$ cat src/rtl/time_set_controller.sv
// Time-setting sequencer: turns debounced mode/inc buttons into minute and hour
// offsets, drives digit-blink enables and falls back to RUN after inactivity.
module time_set_controller #(
  parameter int unsigned HOLD_CYCLES   = 25_000_000,
  parameter int unsigned REPEAT_CYCLES = 5_000_000,
  parameter int unsigned TIMEOUT_S     = 10
) (
  input  logic       clk,
  input  logic       rst_n,
  input  logic       tick_1hz,
  input  logic       btn_mode,
  input  logic       btn_inc,
  output logic [7:0] h,
  output logic [6:0] i,
  output logic [1:0] mode,
  output logic       blink_min,
  output logic       blink_hr
);

  localparam logic [1:0] RUN      = 2'b00;
  localparam logic [1:0] SET_MIN  = 2'b01;
  localparam logic [1:0] SET_HOUR = 2'b10;

  localparam int unsigned CNT_MAX = (HOLD_CYCLES > REPEAT_CYCLES) ? HOLD_CYCLES : REPEAT_CYCLES;
  localparam int unsigned CW      = (CNT_MAX > 1) ? $clog2(CNT_MAX) : 1;
  localparam int unsigned IW      = (TIMEOUT_S > 0) ? $clog2(TIMEOUT_S + 1) : 1;

  localparam logic [CW-1:0] HOLD_LAST = CW'(HOLD_CYCLES - 1);
  localparam logic [CW-1:0] REP_LAST  = CW'(REPEAT_CYCLES - 1);
  localparam logic [IW-1:0] IDLE_LAST = IW'(TIMEOUT_S - 1);

  logic [1:0]    state_q, state_d;
  logic [7:0]    h_d;
  logic [6:0]    i_d;
  logic          btn_mode_q, btn_inc_q;
  // Low for the first cycle after reset so a button held through reset is not a press.
  logic          live_q;
  // Set by a fresh inc press, cleared on release: only a genuine hold may auto-repeat.
  logic          armed_q, armed_d;
  logic          repeating_q, repeating_d;
  logic [CW-1:0] hold_cnt_q, hold_cnt_d;
  logic [IW-1:0] idle_cnt_q, idle_cnt_d;
  logic          phase_q, phase_d;
  logic          blink_min_d, blink_hr_d;

  logic in_set, mode_press, inc_press, hold_hit, strobe, inc_event, timeout, state_chg;

  assign in_set     = (state_q != RUN);
  assign mode_press = live_q & btn_mode & ~btn_mode_q;
  assign inc_press  = live_q & btn_inc & ~btn_inc_q;
  assign hold_hit   = repeating_q ? (hold_cnt_q == REP_LAST) : (hold_cnt_q == HOLD_LAST);
  assign strobe     = in_set & btn_inc & armed_q & hold_hit;
  assign inc_event  = in_set & (inc_press | strobe);
  // An increment on the final tick counts as activity and cancels the timeout.
  assign timeout    = in_set & tick_1hz & (idle_cnt_q == IDLE_LAST) & ~inc_event;
  assign state_chg  = (state_d != state_q);
  assign mode       = state_q;

  // Next-state: FSM, offsets, repeat/idle counters and blink phase.
  always_comb begin
    state_d = state_q;
    if (timeout) begin
      state_d = RUN;
    end else if (mode_press) begin
      case (state_q)
        RUN:     state_d = SET_MIN;
        SET_MIN: state_d = SET_HOUR;
        default: state_d = RUN;
      endcase
    end

    // A mode press in the same cycle wins over the increment.
    h_d = h;
    i_d = i;
    if (inc_event && !mode_press) begin
      if (state_q == SET_MIN) h_d = (h == 8'd59) ? 8'd0 : h + 8'd1;
      if (state_q == SET_HOUR) i_d = (i == 7'd23) ? 7'd0 : i + 7'd1;
    end

    armed_d = armed_q;
    if (!btn_inc) armed_d = 1'b0;
    else if (inc_press) armed_d = 1'b1;

    hold_cnt_d  = hold_cnt_q + 1'b1;
    repeating_d = repeating_q;
    if (state_chg || inc_press || !btn_inc || !in_set || !armed_q) begin
      hold_cnt_d  = '0;
      repeating_d = 1'b0;
    end else if (strobe) begin
      hold_cnt_d  = '0;
      repeating_d = 1'b1;
    end

    idle_cnt_d = idle_cnt_q;
    if (mode_press || inc_event || state_d == RUN) idle_cnt_d = '0;
    else if (tick_1hz && in_set) idle_cnt_d = idle_cnt_q + 1'b1;

    phase_d = phase_q;
    if (state_chg) phase_d = 1'b0;
    else if (tick_1hz && in_set) phase_d = ~phase_q;

    blink_min_d = (state_d == SET_MIN) & phase_d;
    blink_hr_d  = (state_d == SET_HOUR) & phase_d;
  end

  // State registers with synchronous active-low reset.
  always_ff @(posedge clk) begin
    if (!rst_n) begin
      state_q     <= RUN;
      h           <= '0;
      i           <= '0;
      btn_mode_q  <= 1'b0;
      btn_inc_q   <= 1'b0;
      live_q      <= 1'b0;
      armed_q     <= 1'b0;
      repeating_q <= 1'b0;
      hold_cnt_q  <= '0;
      idle_cnt_q  <= '0;
      phase_q     <= 1'b0;
      blink_min   <= 1'b0;
      blink_hr    <= 1'b0;
    end else begin
      state_q     <= state_d;
      h           <= h_d;
      i           <= i_d;
      btn_mode_q  <= btn_mode;
      btn_inc_q   <= btn_inc;
      live_q      <= 1'b1;
      armed_q     <= armed_d;
      repeating_q <= repeating_d;
      hold_cnt_q  <= hold_cnt_d;
      idle_cnt_q  <= idle_cnt_d;
      phase_q     <= phase_d;
      blink_min   <= blink_min_d;
      blink_hr    <= blink_hr_d;
    end
  end

endmodule

$ cat config.mk
export PLATFORM = sky130hd
export DESIGN_NAME = time_set_controller
export DESIGN_NICKNAME = d
export VERILOG_FILES = /design/src/rtl/time_set_controller.sv
export SDC_FILE = /design/constraint.sdc
export NUM_CORES = 1
export LEC_CHECK = 0
export CORE_MARGIN = 4
export CORE_UTILIZATION = 30
export CTS_BUF_LIST = sky130_fd_sc_hd__clkbuf_2
export CTS_CLUSTER_DIAMETER = 80
export DETAILED_ROUTE_END_ITERATION = 8
export GPL_TIMING_DRIVEN = 0
export SYNTH_ARGS = -nofsm -noshare
export SYNTH_HDL_FRONTEND = slang
export SYNTH_SLANG_ARGS = --single-unit
export TNS_END_PERCENT = 1
$ cat constraint.sdc
create_clock -name clk -period 3.4 [get_ports clk]
set_input_delay 0.34 -clock clk [delete_from_list [all_inputs] [get_ports clk]]
set_output_delay 0.34 -clock clk [all_outputs]
set_load 0.02 [all_outputs]
---- Word-level counts from Yosys, hierarchy flattened ----
Cells that the tools add are included.
word-level totals
  memory bits (read-only) ................. 0
  input bits .............................. 5
  word-level logic and storage cells ...... 76
  memories kept ........................... 0
  latch bits .............................. 0
  register bits after elaboration ......... 54
  memory bits (writable) .................. 0
cells by class
  $lt $le $gt $ge ......................... 0
  bitwise operators ....................... 19
  div/mod/pow operators ................... 0
  shifts and indexed selects .............. 0
  multiply operators ...................... 0
  multiplexer cells ....................... 9
  eq/ne operators ......................... 10
  add/subtract/negate cells ............... 4
  reductions and logical operators ........ 21
operator list
  kind                     number
  $add A25 B1 Y25 const B  1
  $eq A25 B23 Y1 const B   1
  $eq A25 B25 Y1 const B   1
  $and A1 B1 Y1            13
  $add A8 B1 Y8 const B    1
  $eq A8 B6 Y1 const B     1
  $mux W8                  1
  $add A7 B1 Y7 const B    1
  $eq A7 B5 Y1 const B     1
  $mux W7                  1
  $logic_or A1 B1 Y1       6
  $reduce_and A2 Y1        3
  $not A1 Y1               5
  $add A4 B1 Y4 const B    1
  $eq A2 B1 Y1 const B     2
  $eq A2 B2 Y1 const B     2
  $eq A4 B4 Y1 const B     1
  $logic_not A1 Y1         4
  $logic_not A2 Y1         2
  $mux W1                  4
  $mux W2                  2
  $pmux W2 S2              1
  $reduce_or A2 Y1         2
  $reduce_or A3 Y1         1
  other kinds (4)          5

---- Logic depth before layout (Yosys ltp) ----
  word-level depth ........................ 15
  depth in mapped cells ................... 9
  gate-level depth less buffers ........... 6

---- Least setup slack after synthesis ----
OpenSTA, ideal clock, no wires.
  kind .................................... register -> register
  start ................................... register state_q[1] (netlist: mode[1])
  end ..................................... register i[3]
  arrival ................................. 2.013 ns
  cell stages (with the launch flop) ...... 7
  slack ................................... 1.315 ns
  period minus slack after synthesis ...... 2.085 ns
  data required time ...................... 3.328 ns
  library setup time ...................... 0.072 ns
  buffers on the path ..................... 0
  path through ............................ dfxtp_1 o211ai_1 nor4_4 o2111a_2 o211ai_4 or4_1 a21oi_1
on the way
  longest elaborated chain between the ends .. 8
ends and longest elaborated chain
  element                                 line  RTL
  start, declared                         32    logic [1:0] state_q, state_d;
  start signal, assigned                  123   state_q <= state_d;
  $reduce_bool A2 Y1                      48    assign in_set = (state_q != RUN);
  $and A1 B1 Y1 (3 in series)             52    assign strobe = in_set & btn_inc & armed_q & hold_hit;
  $or A1 B1 Y1                            53    assign inc_event = in_set & (inc_press | strobe);
  $and A1 B1 Y1                           53
  $logic_and A1 B1 Y1                     75    if (inc_event && !mode_press) begin
  $reduce_and A2 Y1 (no source line) (*)  --
  end signal, assigned                    125   i <= i_d;
  end, declared                           14    output logic [6:0] i,
Mark *: on every way between the ends. The rest lies on a longest branch, timed or not.
A chain may end at the register's enable or synchronous reset.

---- Final worst setup path ----
  start ................................... register state_q[1] (netlist: mode[1])
  end ..................................... register hold_cnt_q[7]
on the way
  longest elaborated chain between the ends .. 15
ends and longest elaborated chain
  element                                line  RTL
  $reduce_bool A2 Y1                     48
  $and A1 B1 Y1 (3 in series)            52
  $or A1 B1 Y1                           53
  $and A1 B1 Y1                          53
  $not A1 Y1                             55    assign timeout = in_set & tick_1hz & (idle_cnt_q == IDLE_LAST) & ~inc_event;
  $and A1 B1 Y1                          55
  $mux W2                                62    if (timeout) begin
  $ne A2 B2 Y1                           56    assign state_chg = (state_d != state_q);
  $logic_or A1 B1 Y1 (4 in series)       86    if (state_chg || inc_press || !btn_inc || !in_set || !armed_q) begin
  $reduce_or A3 Y1 (no source line) (*)  --
  end signal, assigned                   131   hold_cnt_q <= hold_cnt_d;
  end, declared                          41    logic [CW-1:0] hold_cnt_q, hold_cnt_d;
Marks and branches as above.

==> results.json <==
{
  "outcome": "completed",
  "cts_inserted_buffers": 5,
  "cp.required_ns": 3.73,
  "setup_violations": 0,
  "insertion_delay_ns": 0.42,
  "layout_min_cycle_time_ns": 2.30,
  "wl_met2_mm": 2.26,
  "ys_top_cells_by_count": "dfxtp_1, nor2_1, nand2_1, xnor2_1, xor2_1",
  "ys_seq_elements": 54,
  "start_util_pct": 30.6,
  "die_h_um": 99.4,
  "dp.final_hpwl_mm": 3.68,
  "p_per_area_nw_per_um2": 313,
  "timing_worst_setup_path_type": "flop to flop",
  "syn_nets": 294,
  "drt_iter0_drc": 104,
  "synth_most_common_cell": "dfxtp_1",
  "place_ws_ns": 0.693,
  "fin_nets": 324,
  "ys_warn_count": 0,
  "wirelength_mm": 5.02,
  "path_max_fanout": 10,
  "synthFlopType": "dfxtp_1",
  "max-cap-violations": 0,
  "synth_cell_types": 44,
  "maxSlewHeadroom_pct": 55.1,
  "cp-end-kind": "flop",
  "cts_sinks": 54,
  "cp.arrival_ns": 2.63,
  "skew_ns": 0.0213,
  "hold_path.class": "input pin to flop",
  "synth_area_um2": 2500,
  "syn_avg_cell_area_um2": 8.82,
  "via_count": 2013,
  "yosysTopAreaCellShare_pct": 43.2,
  "rsz0062_at_grt": "false",
  "dr_wl_met3_um": 161,
  "tightest_slew_ns": 0.668,
  "n_antenna_cell": 0,
  "max-clock-path-buffers": 2,
  "gp_congestion": 0.767,
  "cp_slowest_cell": "dfxtp_1",
  "cts_resized": 0,
  "grt_util_all_layers_pct": 10.7,
  "final.setup.worst_slack_ns": 1.10,
  "drcViolationCount": 0,
  "path_clk_slew_ns": 0.25,
  "cts_tree": "yes",
  "syn_inst": 284,
  "core_area_um2": 8180,
  "peakVddDrop_mv": 0.183,
  "m1WireLength_mm": 2.52,
  "synthArstFlopShare_pct": 0,
  "crit_chain": "o211ai_1 -> nor4_4 -> o2111ai_1 -> and2_1 -> nand2b_1 -> buf_2 -> buf_2 -> nor2_1",
  "cp-start-kind": "flop",
  "grt_pass1_wl_mm": 8.77,
  "finalCritPeriodShare_pct": 67.7,
  "numPortBuffers": 23,
  "synth.area.top_cells": "dfxtp_1, nor2_1, xnor2_1",
  "grt_max_degree": 15,
  "postCtsHoldBufs": 0,
  "area_growth_pct": 15.6,
  "num_io_pins": 24,
  "postCtsSetupRepairBufs": 0,
  "cts_root_buf": "clkbuf_2",
  "dieArea_um2": 9880,
  "ff_latch_area_um2": 1080,
  "antenna_found_initial": 0,
  "rows": 33,
  "grt_pass1_vias": 1916,
  "synth_edf_count": 0,
  "dr.pass1.iters": 4,
  "fin_setup_tns_ns": 0,
  "final_hold_viol_count": 0,
  "via_per_inst": 4.82,
  "grt-ovfl-total": 0,
  "cp_common_cell": "buf_2",
  "nFillCells": 873,
  "highest_layer": "met4",
  "multi_input_area_um2": 1360,
  "slowest_delay_ns": 0.55,
  "seq_area_frac_synth_pct": 43.2,
  "htree_levels": 2,
  "drt-wirelength-per-cell_um": 12.0,
  "p_leak_nw": 0.909,
  "drive_above_1_share_pct": 5.11,
  "die_w_um": 99.4,
  "yosys.area.top_type": "dfxtp_1",
  "fmax_mhz": 435,
  "slew_violations": 0,
  "antenna_left": 0
}
==> final timing paths <==
path,startpoint,to,slack [ns],cells after the start
max,mode[1],hold_cnt_q[7],1.10,8
min,rst_n,live_q,0.48,1
max reg2reg,mode[1],hold_cnt_q[7],1.10,8
min reg2reg,armed_q,armed_q,0.49,2
==> worst max-delay path: cells and delay by family, from the launching register on <==
kind / cells / cell delay, ns
flops: 1 / 0.55
simple gates: 4 / 0.71
buf+inv: 2 / 0.43
compound gates: 2 / 0.52
==> registers in the layout (all words and copies together), names as in the netlist <==
name and flops:
armed_q 1, blink_hr 1, blink_min 1, btn_inc_q 1
btn_mode_q 1, h 8, hold_cnt_q 25, i 7
idle_cnt_q 4, live_q 1, mode 2, phase_q 1
repeating_q 1
==> where the power goes <==
part / internal (W) / leakage (nW) / switching, W
Clock: 0.0000409 / 0.0223 / 0.000184
Combinational: 0.0000155 / 0.450 / 0.0000217
Sequential: 0.000640 / 0.436 / 0.00000455
Total: 0.000696 / 0.909 / 0.000210
==> cells in the final DEF (no fill, tap or decap), types with 2 or more instances in the layout <==
cell and count:
nand4b_1 3, o21ai_0 3, and2_1 5, ha_1 5, o31ai_1 2, clkdlybuf4s50_1 23, nand4bb_1 2, dfxtp_1 54
nor3_1 5, mux2i_1 4, o2111ai_1 3, inv_1 7, nand3b_1 3, xor2_1 16, nand4_1 8, clkinv_1 2
nor4b_1 2, a21oi_1 13, clkbuf_2 5, nor2_1 53, nand3_1 13, and3_1 6, clkbuf_1 3, a211oi_1 3
o211ai_1 6, nor3b_1 3, nand2b_1 5, buf_2 5, nand2_1 18, xnor2_1 17
==> final cells by class <==
cell class / count / area share, %
Timing Repair Buffer: 23 / 7.95
Multi-Input combinational cell: 214 / 46.9
Clock inverter: 1 / 0.130
Tap cell: 105 / 4.54
Buffer: 8 / 1.25
Inverter: 8 / 1.04
Sequential cell: 54 / 37.3
Clock buffer: 5 / 0.864
==> cell families after synthesis <==
logic type / synth area share [%]
AO/OA/AOI/OAI: 10.9
XOR/XNOR: 11.5
adder cells (fa/ha/maj): 2.50
buffers and inverters: 2.65
flip-flops: 43.2
multiplexers: 1.60
AND/OR/NAND/NOR: 27.6
==> metrics by stage <==
step           utilization, %  total power, W  instances  instance area (um2)  hold slack [ns]
2_1_floorplan               -        0.000678        284                 2500            0.368
3_3_place_gp             35.1        0.000693        412                 2870            0.457
3_5_place_dp             35.1        0.000694        412                 2870            0.465
4_1_cts                  35.4        0.000924        418                 2900            0.457
5_1_grt                  35.4        0.000950        418                 2900            0.432
6_report                 35.4        0.000906        418                 2900            0.476
==> metal layers <==
metal / vias up / track usage (%)
met2: 29 / 16.9
met3: 8 / 2.52
li1: 1044 / -
met1: 932 / 14.1
met5: - / 0
met4: 0 / 4.41
Power figures use the tool's default switching activity.
